===== src/rtl/gpu_pkg.sv =====
// Encodings shared by the scheduler, decoder and fetcher: core states,
// fetcher states and the program-memory widths.
package gpu_pkg;

  localparam int PC_BITS    = 8;
  localparam int INSTR_BITS = 16;

  localparam logic [2:0] CORE_IDLE    = 3'b000;
  localparam logic [2:0] CORE_FETCH   = 3'b001;
  localparam logic [2:0] CORE_DECODE  = 3'b010;
  localparam logic [2:0] CORE_REQUEST = 3'b011;
  localparam logic [2:0] CORE_WAIT    = 3'b100;
  localparam logic [2:0] CORE_EXECUTE = 3'b101;
  localparam logic [2:0] CORE_UPDATE  = 3'b110;
  localparam logic [2:0] CORE_DONE    = 3'b111;

  typedef enum logic [2:0] {
    FETCHER_IDLE     = 3'b000,
    FETCHER_FETCHING = 3'b001,
    FETCHER_FETCHED  = 3'b010
  } fetcher_state_e;

endpackage


===== src/rtl/icache_array.sv =====
// Direct-mapped instruction cache storage: combinational lookup port and a
// synchronous fill port. Only valid bits are cleared by reset.
module icache_array #(
  parameter int ADDR_BITS = 8,
  parameter int DATA_BITS = 16,
  parameter int LINES     = 16
) (
  input  logic                 clk,
  input  logic                 reset,
  input  logic [ADDR_BITS-1:0] lookup_addr,
  output logic                 hit,
  output logic [DATA_BITS-1:0] lookup_data,
  input  logic                 wr_en,
  input  logic [ADDR_BITS-1:0] wr_addr,
  input  logic [DATA_BITS-1:0] wr_data
);

  localparam int IDX_BITS = $clog2(LINES);
  localparam int TAG_BITS = ADDR_BITS - IDX_BITS;

  logic [LINES-1:0]     valid_q, valid_d;
  logic [TAG_BITS-1:0]  tag_q  [LINES];
  logic [DATA_BITS-1:0] data_q [LINES];

  logic [IDX_BITS-1:0] rd_idx, wr_idx;

  assign rd_idx      = lookup_addr[IDX_BITS-1:0];
  assign wr_idx      = wr_addr[IDX_BITS-1:0];
  assign hit         = valid_q[rd_idx] && (tag_q[rd_idx] == lookup_addr[ADDR_BITS-1:IDX_BITS]);
  assign lookup_data = data_q[rd_idx];

  always_comb begin
    valid_d = valid_q;
    if (wr_en) valid_d[wr_idx] = 1'b1;
  end

  always_ff @(posedge clk) begin
    if (reset) valid_q <= '0;
    else       valid_q <= valid_d;
  end

  // NOTE: tag/data arrays are not reset; the valid bits alone gate every hit,
  // which keeps the arrays mappable onto plain RAM.
  always_ff @(posedge clk) begin
    if (wr_en) begin
      tag_q[wr_idx]  <= wr_addr[ADDR_BITS-1:IDX_BITS];
      data_q[wr_idx] <= wr_data;
    end
  end

endmodule


===== src/rtl/fetcher.sv =====
// Per-core instruction fetch FSM answering the scheduler's FETCH/DECODE handshake.
// Define ICACHE_EN to add a direct-mapped instruction cache in front of memory.
module fetcher
  import gpu_pkg::*;
#(
  parameter int PROGRAM_MEM_ADDR_BITS = PC_BITS,
  parameter int PROGRAM_MEM_DATA_BITS = INSTR_BITS,
  parameter int CACHE_LINES           = 16
) (
  input  logic                             clk,
  input  logic                             reset,
  input  logic [2:0]                       core_state,
  input  logic [PROGRAM_MEM_ADDR_BITS-1:0] current_pc,
  output logic                             mem_read_valid,
  output logic [PROGRAM_MEM_ADDR_BITS-1:0] mem_read_address,
  input  logic                             mem_read_ready,
  input  logic [PROGRAM_MEM_DATA_BITS-1:0] mem_read_data,
  output logic [2:0]                       fetcher_state,
  output logic [PROGRAM_MEM_DATA_BITS-1:0] instruction
);

  fetcher_state_e                   state_q, state_d;
  logic                             valid_q, valid_d;
  logic [PROGRAM_MEM_ADDR_BITS-1:0] addr_q, addr_d;
  logic [PROGRAM_MEM_DATA_BITS-1:0] instr_q, instr_d;

  logic                             cache_hit;
  logic [PROGRAM_MEM_DATA_BITS-1:0] cache_data;
  logic                             fill_en;

  // Fill happens only when the memory response lands; lookup only in IDLE.
  assign fill_en = (state_q == FETCHER_FETCHING) && mem_read_ready;

`ifdef ICACHE_EN
  icache_array #(
    .ADDR_BITS (PROGRAM_MEM_ADDR_BITS),
    .DATA_BITS (PROGRAM_MEM_DATA_BITS),
    .LINES     (CACHE_LINES)
  ) u_icache (
    .clk         (clk),
    .reset       (reset),
    .lookup_addr (current_pc),
    .hit         (cache_hit),
    .lookup_data (cache_data),
    .wr_en       (fill_en),
    .wr_addr     (current_pc),
    .wr_data     (mem_read_data)
  );
`else
  logic unused_cfg;
  assign unused_cfg = ^{fill_en, CACHE_LINES[0]};
  assign cache_hit  = 1'b0;
  assign cache_data = '0;
`endif

  // NOTE: every _d starts from its _q so no path leaves a value unassigned,
  // which would otherwise infer a latch.
  always_comb begin
    state_d = state_q;
    valid_d = valid_q;
    addr_d  = addr_q;
    instr_d = instr_q;
    case (state_q)
      FETCHER_IDLE: begin
        if (core_state == CORE_FETCH) begin
          if (cache_hit) begin
            instr_d = cache_data;
            state_d = FETCHER_FETCHED;
          end else begin
            valid_d = 1'b1;
            addr_d  = current_pc;
            state_d = FETCHER_FETCHING;
          end
        end
      end
      FETCHER_FETCHING: begin
        if (mem_read_ready) begin
          instr_d = mem_read_data;
          valid_d = 1'b0;
          state_d = FETCHER_FETCHED;
        end
      end
      FETCHER_FETCHED: begin
        if (core_state == CORE_DECODE) state_d = FETCHER_IDLE;
      end
      default: state_d = FETCHER_IDLE;
    endcase
  end

  // NOTE: non-blocking assignments here so every flop samples pre-edge values.
  always_ff @(posedge clk) begin
    if (reset) begin
      state_q <= FETCHER_IDLE;
      valid_q <= 1'b0;
      addr_q  <= '0;
      instr_q <= '0;
    end else begin
      state_q <= state_d;
      valid_q <= valid_d;
      addr_q  <= addr_d;
      instr_q <= instr_d;
    end
  end

  assign fetcher_state    = state_q;
  assign mem_read_valid   = valid_q;
  assign mem_read_address = addr_q;
  assign instruction      = instr_q;

endmodule


===== config.mk =====
export PLATFORM = sky130hd
export DESIGN_NAME = fetcher
export DESIGN_NICKNAME = d
export VERILOG_FILES = /design/src/rtl/gpu_pkg.sv /design/src/rtl/icache_array.sv /design/src/rtl/fetcher.sv
export SDC_FILE = /design/constraint.sdc
export NUM_CORES = 1
export LEC_CHECK = 0
export ABC_AREA = 1
export CORE_MARGIN = 2
export CORE_UTILIZATION = 30
export DETAILED_ROUTE_END_ITERATION = 10
export GPL_TIMING_DRIVEN = 0
export RECOVER_POWER = 50
export REMOVE_ABC_BUFFERS = 1
export SLEW_MARGIN = 20
export SYNTH_ARGS = -nofsm -noshare
export SYNTH_HDL_FRONTEND = slang
export SYNTH_SLANG_ARGS = --single-unit

===== constraint.sdc =====
create_clock -name clk -period 1.3 [get_ports clk]
set_clock_uncertainty 0.1 [all_clocks]
set_input_delay 0.195 -clock clk [delete_from_list [all_inputs] [get_ports clk]]
set_output_delay 0.195 -clock clk [all_outputs]
set_load 0.01 [all_outputs]

* Word-level counts from Yosys, hierarchy flattened *
Index checks and enable logic that the tools add are counted.

storage, ports and cells
  flip-flop bits (word level) = 28
  latch bits = 0
  memory bits (writable) = 0
  bits in read-only memories = 0
  input port bits = 30
  memories kept = 0

operators by class
  $add $sub $neg = 0
  $mul = 0
  divide/modulo/power cells = 0
  $lt $le $gt $ge = 0
  equal/unequal tests = 7
  shifts and indexed selects = 0
  multiplexer cells = 7
  bitwise operators = 0
  reductions and logical operators = 6

operator list
  cell                                                                    count
  3-bit two-way mux                                                       3
  3-bit case mux with 3 select lines                                      1
  3-bit by 1-bit equality test with 1-bit output (second input constant)  2
  3-bit by 2-bit equality test with 1-bit output (second input constant)  2
  2-bit != test (second input constant)                                   3
  3-bit AND reduction                                                     2
  2-bit AND reduction                                                     2
  3-bit zero test                                                         1
  1-bit two-way mux                                                       2
  1-bit case mux with 2 select lines                                      1
  2-bit nonzero test                                                      1

* Depth between registers and ports, before layout *
Gate-level depths: netlist of run 1.

  word-level depth = 3
  depth in mapped cells = 6

* Worst setup path before layout of run 1 *
OpenSTA, ideal clock, no wires.

  path kind = reg-to-reg
  start point = reg state_q[0] (netlist: fetcher_state[0])
  end point = reg instr_q[0] (netlist: instruction[0])
  library setup time = 0.116 ns
  data arrival time = 0.988 ns
  required time = 1.084 ns
  slack = 0.096 ns
  cell stages (with the launch flop) = 7
  period minus slack after synthesis = 1.204 ns
  path through = dfxtp_1 -> inv_2 -> nor2_2 -> nand2_4 -> buf_6 -> nor2_1 -> nor2_1

between the ends
  word-level cells in the longest chain between the ends = 2

ends and longest elaborated chain
  element                                         RTL line        source
  start: declaration                              fetcher.sv:22   fetcher_state_e state_q, state_d;
  start signal: assignment                        fetcher.sv:98   state_q <= state_d;
  3-bit by 1-bit equality test with 1-bit output  fetcher.sv:63   case (state_q)
  2-bit AND reduction (no line)                   --
  end signal: assignment                          fetcher.sv:101  instr_q <= instr_d;
  end: declaration                                fetcher.sv:25   logic [PROGRAM_MEM_DATA_BITS-1:0] instr_q, instr_d;

Every way passes these cells.
A chain may end at the register's enable or synchronous reset.

* Worst setup path in the final report of run 1 *
  start point = reg state_q[1] (netlist: fetcher_state[1])
  end point = out fetcher_state[1]

RTL lines
  element           RTL line       source
  end: declaration  fetcher.sv:18  output logic [2:0] fetcher_state,

No word-level cell between the ends.

==> results.yml, run 1 <==
yosys:
  synth.avg_cell_area_sq_um: 7.22
  synth_cells: 158
  synth_flop_cell: "dfxtp_1"
  ys_ff_latch: 27
  synthTopCellsByCount: "42 x nor2_1, 27 x dfxtp_1, 27 x inv_1, 19 x nand2_1, 15 x o21ai_0"
  yosys-top-cells-area: "dfxtp_1 47%, nor2_1 14%, inv_1 8.9%"
  synth_top_area_cell: "dfxtp_1"
  async_flop_share_pct: 0
  netlist_area_sq_um: 1140
  yosysUniqueCellTypes: 21
  synth_edf_count: 0
  ys_seq_area_share_pct: 47.4
  yosysMostFrequentCell: "nor2_1"
  yosys_warnings: 0
  synth_top_area_share_pct: 47.4
clocking:
  cts_tree: "built"
  clock_latency_ps: 260
  h-tree-depth: 1
  hold_buffers: 0
  clockRootBuffer: "clkbuf_8"
  clkTransAtPathRegs_ps: 90
  clk_path_buf_depth: 2
  cts-buffers-inserted: 3
  clock_sinks: 27
drt:
  wl_per_cell_um: 10.3
  drt_iter0_drc: 19
  ant_nets: 0
  drt_wl_total_um: 2730
  via_count: 1114
  dr.pass1.iters: 4
  vias_per_cell: 4.19
  drcViolationCount: 0
flow_run:
  cap_violations: 0
critical_path:
  critPathSlowestCell: "dfxtp_2"
  cp_top_family: "flip-flops"
  start_kind: "flop"
  endpoint_kind: "output pin"
  max_stage_delay_ps: 400
  crit_fanout: 5
  cp.depth: 1
  worstPathArrival_ps: 950
  cp_cell_sequence: "dlygate4sd2_1"
  path_buf_inv: 1
  worstPathRequired_ps: 1000
  critical_path_class: "flop to output pin"
  rr_worst_depth: 5
sta:
  setup_tns_ps: 0
  setup_viol_count_final: 0
  finalHoldViolCount: 0
  drv_slew: 0
  layout_min_cycle_time_ps: 1240
  fmax_mhz: 804
  fin_crit_sh_pct: 95.7
  grt_setup_unrepaired: "false"
global_route:
  antenna_found_initial: 0
  grt_max_degree: 19
  first_global_vias: 1050
  track_usage_pct: 13.9
  overflow: 0
  grt_pass1_wl_um: 4650
min_path:
  hold_path.class: "flop to flop"
  min_delay_path_depth: 2
power:
  p_leak_nw: 0.920
  power_mw: 1.60
  vdd_drop_max_mv: 0.519
  power_density_nw_per_um2: 889
placement:
  gp_congestion: 0.656
  port_buffers: 56
  hpwl_um: 1860
floorplanning:
  core_sq_um: 3660
  die_w_um: 65.7
  die_h_um: 65.7
  rows: 22
  boundaryPins: 58
  die_area_sq_um: 4310
  initial_core_util_pct: 31.2
finish:
  n_antenna_cell: 0
  n_fill_cell: 398
  area_growth_pct: 57.6
  drive_above_1_share_pct: 9.17
  fin_nets: 249
status:
  status: "finished clean"
## report_power, final
group	total (mW)	internal, mW	switching [mW]
clock network	0.454	0.214	0.240
logic	0.271	0.147	0.124
registers	0.874	0.858	0.0152
## stage by stage
stage / std cells / instance area, sq um / util [%] / setup WS, ps / hold slack (ps)
6_report: 266 / 1800 / 49.1 / 56.3 / 364
5_1_grt: 266 / 1800 / 49.1 / 5.30 / 392
4_1_cts: 265 / 1780 / 48.5 / 58.2 / 370
3_5_place_dp: 257 / 1720 / 47.1 / -401 / 358
3_3_place_gp: 257 / 1720 / 47.1 / -412 / 352
2_1_floorplan: 153 / 1100 / - / 177 / 157
## timing repair
action / CTS / global route
hold endpoints to repair: 0 / 0
setup endpoints to repair: 51 / 12
setup buffers: 2 / 1
gates cloned: 2 / 0
pin swaps: 0 / 1
gates resized for setup: 35 / 1
## cell type report
type | instances | area [sq um] | area share (%)
Clock buffer | 3 | 41.3 | 2.30
Clock inverter | 1 | 5.00 | 0.278
Inverter | 30 | 116 | 6.47
Multi-Input combinational cell | 96 | 457 | 25.4
Sequential cell | 27 | 543 | 30.2
Tap cell | 48 | 60.1 | 3.34
Timing Repair Buffer | 59 | 561 | 31.2
Timing Repair inverter | 2 | 15.0 | 0.835
## path summary, 6_finish.rpt
kind	start	end	slack, ps
max	fetcher_state[1]$_SDFFE_PP0P_	fetcher_state[1]	60
min	mem_read_valid$_SDFFE_PP0P_	mem_read_valid$_SDFFE_PP0P_	360
max reg2reg	fetcher_state[1]$_SDFFE_PP0P_	mem_read_address[0]$_SDFFE_PP0P_	120
min reg2reg	mem_read_valid$_SDFFE_PP0P_	mem_read_valid$_SDFFE_PP0P_	360
## state kept, by name (all words and copies together), names as in the netlist
register and count:
instruction 16, mem_read_address 8, fetcher_state 2, mem_read_valid 1
## cell families (layout without fill, tap and decap cells)
family                 Yosys count  count (layout)  synth area share (%)
AO/OA/AOI/OAI                   19              19                  8.66
buffers and inverters           35              95                  13.3
other                            1               1                 0.329
flip-flops                      27              27                  47.4
AND/OR/NAND/NOR                 76              76                  30.4
## layer usage
metal,track usage [%],routed length (um)
met5,0,0
met4,4.69,17
met2,21.2,1130
met1,17.4,1270
met3,6.16,307
## cells in the final DEF, fill, tap and decap left out
cell and n:
nor2_1 41, clkdlybuf4s50_1 28, dlygate4sd2_1 28, inv_1 27, dfxtp_1 25, nand2_1 19
o21ai_0 15, nand4_1 8, nor2_4 3, clkinvlp_4 3, clkbuf_8 3, a21oi_1 2
nand3_1 2, dfxtp_2 2, buf_4 2, nor2_2 1, nand2_4 1, inv_2 1
nand3_4 1, clkinv_1 1, a21oi_2 1, o21ai_1 1, conb_1 1, clkinv_2 1
buf_12 1
(Power assumes the default switching activity.)
==> inputs of run 2 (changes only) <==
--- a/config.mk
+++ b/config.mk
@@ -5,14 +5,13 @@
 export SDC_FILE = /design/constraint.sdc
 export NUM_CORES = 1
 export LEC_CHECK = 0
-export ABC_AREA = 1
 export CORE_MARGIN = 2
 export CORE_UTILIZATION = 30
 export DETAILED_ROUTE_END_ITERATION = 10
 export GPL_TIMING_DRIVEN = 0
 export RECOVER_POWER = 50
 export REMOVE_ABC_BUFFERS = 1
-export SLEW_MARGIN = 20
+export SLEW_MARGIN = 30
 export SYNTH_ARGS = -nofsm -noshare
 export SYNTH_HDL_FRONTEND = slang
 export SYNTH_SLANG_ARGS = --single-unit
==> run 2 against run 1 <==
  * The run now ends with negative setup slack left
  * Core utilization is 1.2 points higher
  * Fmax decreased by 13%
  * Final cell count fell by 16%
  * Synthesized cell count is 23% lower
  * First-iteration DRC count is 5.3% lower
  * Largest cell class is now sequential cells
  * Highest routed layer is now met3
==> results.yml, run 2 <==
finish:
  layout_common_cells: "32 x nand2_1, 26 x clkdlybuf4s50_1, 23 x dlygate4sd2_1, 21 x dfxtp_1"
  n_fill_cell: 354
  fin_nets: 208
  final_cell_count_no_fill: 223
  largest_reg_flops: 16
  post-route-util_pct: 50.3
  n_antenna_cell: 0
  design_area_sq_um: 1710
  regArea_sq_um: 553
  final_common_cell: "nand2_1"
  multi_input_area_sq_um: 515
  drive_above_1_share_pct: 12.4
  area_growth_pct: 57.9
global_route:
  antenna_found_initial: 0
  grt_max_degree: 36
  grt_pass1_wl_um: 4470
  first_global_vias: 991
  overflow: 0
  track_usage_pct: 13.4
sta:
  setup_viol_count_final: 9
  finalHoldViolCount: 0
  layout_setup_ws_ps: -127
  fmax_mhz: 701
  layout_min_cycle_time_ps: 1430
  fin_crit_sh_pct: 110
  drv_slew: 0
  grt_setup_unrepaired: "true"
  maxSlewHeadroom_pct: 61.9
  tightest_slew_ps: 572
yosys:
  ys_seq_area_share_pct: 50.1
  netlist_area_sq_um: 1080
  ys_ff_latch: 27
  async_flop_share_pct: 0
  yosysMostFrequentCell: "nand2_1"
  synth_top_area_cell: "dfxtp_1"
  synth.avg_cell_area_sq_um: 8.92
  yosys_warnings: 0
  synth_cells: 121
  yosysUniqueCellTypes: 22
  synthTopCellsByCount: "32 x nand2_1, 27 x dfxtp_1, 16 x a21oi_1, 16 x nand2b_1, 8 x mux2i_1"
  synth_edf_count: 0
  synth_flop_cell: "dfxtp_1"
  yosys-top-cells-area: "dfxtp_1 50%, nand2_1 11%, nand2b_1 9.3%"
  synth_top_area_share_pct: 50.1
power:
  power_switching_mw: 0.338
  power_frac_seq_pct: 59.7
  p_leak_nw: 0.714
  p_int_mw: 1.10
  comb_power_share_pct: 15.4
  swShare_pct: 23.5
  power_density_nw_per_um2: 842
  vdd_drop_max_mv: 0.347
  power.clock.fraction_pct: 24.9
  power_mw: 1.44
drt:
  vias_per_cell: 4.43
  dr.pass1.iters: 4
  drt_wl_total_um: 2640
  via_count: 987
  drt_iter0_drc: 18
  wl_per_cell_um: 11.8
  ant_nets: 0
  drcViolationCount: 0
status:
  violations: "negative setup slack"
  status: "finished, violations left"
clocking:
  clk_path_buf_depth: 2
  clockRootBuffer: "clkbuf_4"
  hold_buffers: 0
  cts_tree: "built"
  clock_sinks: 27
  h-tree-depth: 1
  clkTransAtPathRegs_ps: 140
  cts-buffers-inserted: 3
  clock_latency_ps: 310
floorplanning:
  rows: 21
  boundaryPins: 58
  die_h_um: 64.0
  core_sq_um: 3390
  initial_core_util_pct: 31.9
  die_area_sq_um: 4100
  die_w_um: 64.0
placement:
  hpwl_um: 1810
  dpl_cell_area_sq_um: 1630
  port_buffers: 56
  dpl_worst_slack_ps: -593
  gp_congestion: 0.610
  dp.cells: 215
min_path:
  hold_path.class: "input port to flop"
critical_path:
  start_kind: "flop"
  cp_cell_sequence: "buf_6, nor4_4, and2_4, mux2i_1"
  max_stage_delay_ps: 370
  worstPathRequired_ps: 1460
  critPathSlowestCell: "dfxtp_4"
  crit_fanout: 5
  critical_path_class: "flop to flop"
  worstPathArrival_ps: 1590
  endpoint_kind: "flop"
flow_run:
  cap_violations: 0
-- run 2: layout make-up --
type	instances	share of cell area, %
clock inverters	1	0.293
multi-input cells	86	30.2
inverters	1	0.220
clock buffers	3	1.32
flip-flops and latches	27	32.4
repair buffers	59	32.1
well taps	46	3.37
-- run 2: path summary, 6_finish.rpt --
kind | cells after the start | slack (ps) | to | startpoint
max reg2reg | 4 | -130 | mem_read_address[6]$_SDFFE_PP0P_ | fetcher_state[0]$_SDFFE_PP0P_
max | 4 | -130 | mem_read_address[6]$_SDFFE_PP0P_ | fetcher_state[0]$_SDFFE_PP0P_
min reg2reg | 2 | 360 | instruction[2]$_SDFFE_PP0P_ | instruction[2]$_SDFFE_PP0P_
min | 2 | 250 | mem_read_valid$_SDFFE_PP0P_ | reset
-- run 2: layer usage --
metal | up-vias | part of all wire [%] | track usage, %
met4 | 0 | 0 | 3.26
met1 | 443 | 44 | 15.8
met3 | 0 | 9.2 | 4.23
li1 | 502 | - | -
met2 | 42 | 47 | 23.4
met5 | - | 0 | 0
-- run 2: timing repair --
item | 4_1_cts | 5_1_grt
setup endpoints to repair | 54 | 37
cloned | 1 | 0
gates resized for setup | 44 | 10
endpoints found under the hold margin | 0 | 0
setup buffers | 4 | 0
pin swaps | 4 | 5
-- run 2: through the flow --
stage,hold WS (ps),setup TNS [ps]
after floorplan,164,-1260
after global placement,341,-12450
after detailed placement,348,-9830
after CTS,241,-1140
after global routing,251,-1630
final,254,-885
-- run 2: critical path: cells and delay by family, from the launching register on --
family                 cells  cell delay [ps]
DFF                        1              370
and+or+nand+nor            2              580
buffers and inverters      1              130
muxes                      1              190
-- run 2: power groups by stage --
| stage | Combinational, mW | Clock, mW | Sequential (mW) |
|---|---|---|---|
| final | 0.221 | 0.357 | 0.858 |
| after global routing | 0.240 | 0.415 | 0.861 |
| after CTS | 0.222 | 0.378 | 0.857 |
| after detailed placement | 0.219 | 0 | 0.879 |
| after global placement | 0.217 | 0 | 0.878 |
| after floorplan | 0.0555 | 0 | 0.889 |
-- run 2: kinds of logic after synthesis --
| family | Yosys count | share of synthesized area (%) |
|---|---|---|
| compound gates | 20 | 10.1 |
| mux | 8 | 7.42 |
| flops | 27 | 50.1 |
| buf+inv | 9 | 5.79 |
| other cells | 1 | 0.347 |
| simple gates | 56 | 26.3 |
==> inputs of run 3 (changes only) <==
--- a/config.mk
+++ b/config.mk
@@ -8,7 +8,6 @@
 export CORE_MARGIN = 2
 export CORE_UTILIZATION = 30
 export DETAILED_ROUTE_END_ITERATION = 10
-export GPL_TIMING_DRIVEN = 0
 export RECOVER_POWER = 50
 export REMOVE_ABC_BUFFERS = 1
 export SLEW_MARGIN = 30
==> run 3 against run 2 <==
  * The run still ends with negative setup slack left
  * Count of clock-buffer cells in the layout did not move
  * Final cell count grew 5.8%
  * Core utilization rose by 4.7 points
  * Critical path depth unchanged
  * Flip-flop and latch count unchanged
  * Worst hold slack better by 27 ps
  * Register-to-register slack better by 120 ps
  * Highest routed layer unchanged
  * Largest cell class is now buffers
  * Sequential power is essentially flat
  * Sequential share of layout area shrank 2.1 points
  * Design area grew 9.4%
==> results.yml, run 3 (synthesized netlist as in run 2, its figures left out) <==
status:
  status: "finished, violations left"
  violations: "negative setup slack"
power:
  power.clock.fraction_pct: 25.2
  p_leak_nw: 0.755
  comb_power_share_pct: 17.2
  power_switching_mw: 0.362
  swShare_pct: 24.2
  p_int_mw: 1.13
  power_frac_seq_pct: 57.6
  power_density_nw_per_um2: 801
  vdd_drop_max_mv: 0.623
floorplanning:
  boundaryPins: 58
  die_area_sq_um: 4100
  die_h_um: 64.0
  initial_core_util_pct: 31.9
  core_sq_um: 3390
  die_w_um: 64.0
  rows: 21
sta:
  grt_setup_unrepaired: "true"
  fin_crit_sh_pct: 101
  setup_viol_count_final: 4
  drv_slew: 0
  fmax_mhz: 763
  layout_setup_ws_ps: -10.5
  layout_min_cycle_time_ps: 1310
  holdWs_ps: 281
  setup_tns_ps: -23.4
  finalHoldViolCount: 0
critical_path:
  crit_fanout: 8
  start_kind: "flop"
  endpoint_kind: "flop"
  worstPathRequired_ps: 1460
  rr_worst_depth: 4
  reg2reg_slack_ps: -10
  rr_startpoint: "fetcher_state[1]$_SDFFE_PP0P_"
  worstPathArrival_ps: 1470
  critical_path_class: "flop to flop"
  r2r-end: "mem_read_address[7]$_SDFFE_PP0P_"
finish:
  final_common_cell: "nand2_1"
  regArea_sq_um: 566
  multi_input_area_sq_um: 518
  fin_nets: 221
  layout_common_cells: "32 x nand2_1, 28 x clkdlybuf4s50_1, 17 x dfxtp_2, 16 x a21oi_1, 16 x nand2b_1"
  n_fill_cell: 340
  area_growth_pct: 72.8
  n_antenna_cell: 0
  largest_reg_flops: 16
  drive_above_1_share_pct: 23.7
clocking:
  clock_latency_ps: 320
  clkTransAtPathRegs_ps: 150
  clock_sinks: 27
  hold_buffers: 0
  cts-buffers-inserted: 3
  clockRootBuffer: "clkbuf_4"
  clk_path_buf_depth: 2
  cts_tree: "built"
  h-tree-depth: 1
flow_run:
  cap_violations: 0
placement:
  gp_congestion: 0.699
  port_buffers: 56
  hpwl_um: 1930
  dpl_worst_slack_ps: -322
global_route:
  antenna_found_initial: 0
  grt_max_degree: 18
  grt_pass1_wl_um: 4420
  track_usage_pct: 13.5
  overflow: 0
  first_global_vias: 959
drt:
  wl_per_cell_um: 12.1
  vias_per_cell: 4.42
  via_count: 1042
  drcViolationCount: 0
  drt_iter0_drc: 53
  drt_wl_total_um: 2850
  ant_nets: 0
  dr.pass1.iters: 4
min_path:
  min-delay-start: "mem_read_data[13]"
  hold_path.class: "input port to flop"
  min_delay_path_depth: 3
  min_to: "instruction[13]$_SDFFE_PP0P_"
==> run 3: worst max-delay path by stage <==
stage / end / slack [ps] / from / cells after the start
5_1_grt: mem_read_address[6]$_SDFFE_PP0P_ / -110 / fetcher_state[1]$_SDFFE_PP0P_ / 4
3_3_place_gp: fetcher_state[0]$_SDFFE_PP0P_ / -290 / core_state[1] / 4
4_1_cts: mem_read_address[7]$_SDFFE_PP0P_ / -120 / fetcher_state[0]$_SDFFE_PP0P_ / 5
3_5_place_dp: mem_read_address[1]$_SDFFE_PP0P_ / -320 / core_state[2] / 5
6_report: mem_read_address[7]$_SDFFE_PP0P_ / -10 / fetcher_state[1]$_SDFFE_PP0P_ / 4
2_1_floorplan: mem_read_address[0]$_SDFFE_PP0P_ / -140 / fetcher_state[1]$_SDFFE_PP0P_ / 3
==> run 3: layer usage <==
layer  vias to the layer above  share of wire (%)  global-route usage [%]
li1                        535                  -                       -
met1                       461                 45                    16.7
met3                         0                7.6                    4.93
met5                         -                  0                       0
met4                         0                  0                    1.63
met2                        46                 47                    22.9
==> run 3: what timing repair did <==
action / in CTS / in global routing
pin swaps: 2 / 3
cloned: 0 / 3
endpoints found under the setup margin: 49 / 50
resized for setup: 45 / 35
setup buffers: 2 / 2
==> run 3: final cells by class <==
class	instances	share of cell area, %
timing repair buffer	71	37.0
sequential	27	30.3
multi-input combinational	87	27.8
tap	46	3.09
clock buffer	3	1.21
clock inverter	1	0.402
inverter	1	0.201
==> run 3: power by group through the flow <==
stage | Clock, mW | Sequential [mW] | Combinational [mW]
finish | 0.377 | 0.861 | 0.258
global route | 0.436 | 0.865 | 0.277
CTS | 0.405 | 0.862 | 0.245
detailed placement | 0 | 0.878 | 0.252
global placement | 0 | 0.878 | 0.250
floorplan | 0 | 0.889 | 0.0555
==> run 3: through the flow <==
step / instance area, sq um / total power [mW] / util, % / instances
after global routing: 1870 / 1.58 / 55.0 / 236
after floorplan: 1020 / 0.944 / - / 113
after global placement: 1750 / 1.13 / 51.8 / 227
final: 1870 / 1.50 / 55.0 / 236
after CTS: 1770 / 1.51 / 52.3 / 232
after detailed placement: 1750 / 1.13 / 51.8 / 227
==> run 3: critical path: stages (launching register included) <==
cell and delay [ps]:
dfxtp_4 380, nor4_4 260, and2_4 200, buf_12 120
mux2i_1 180
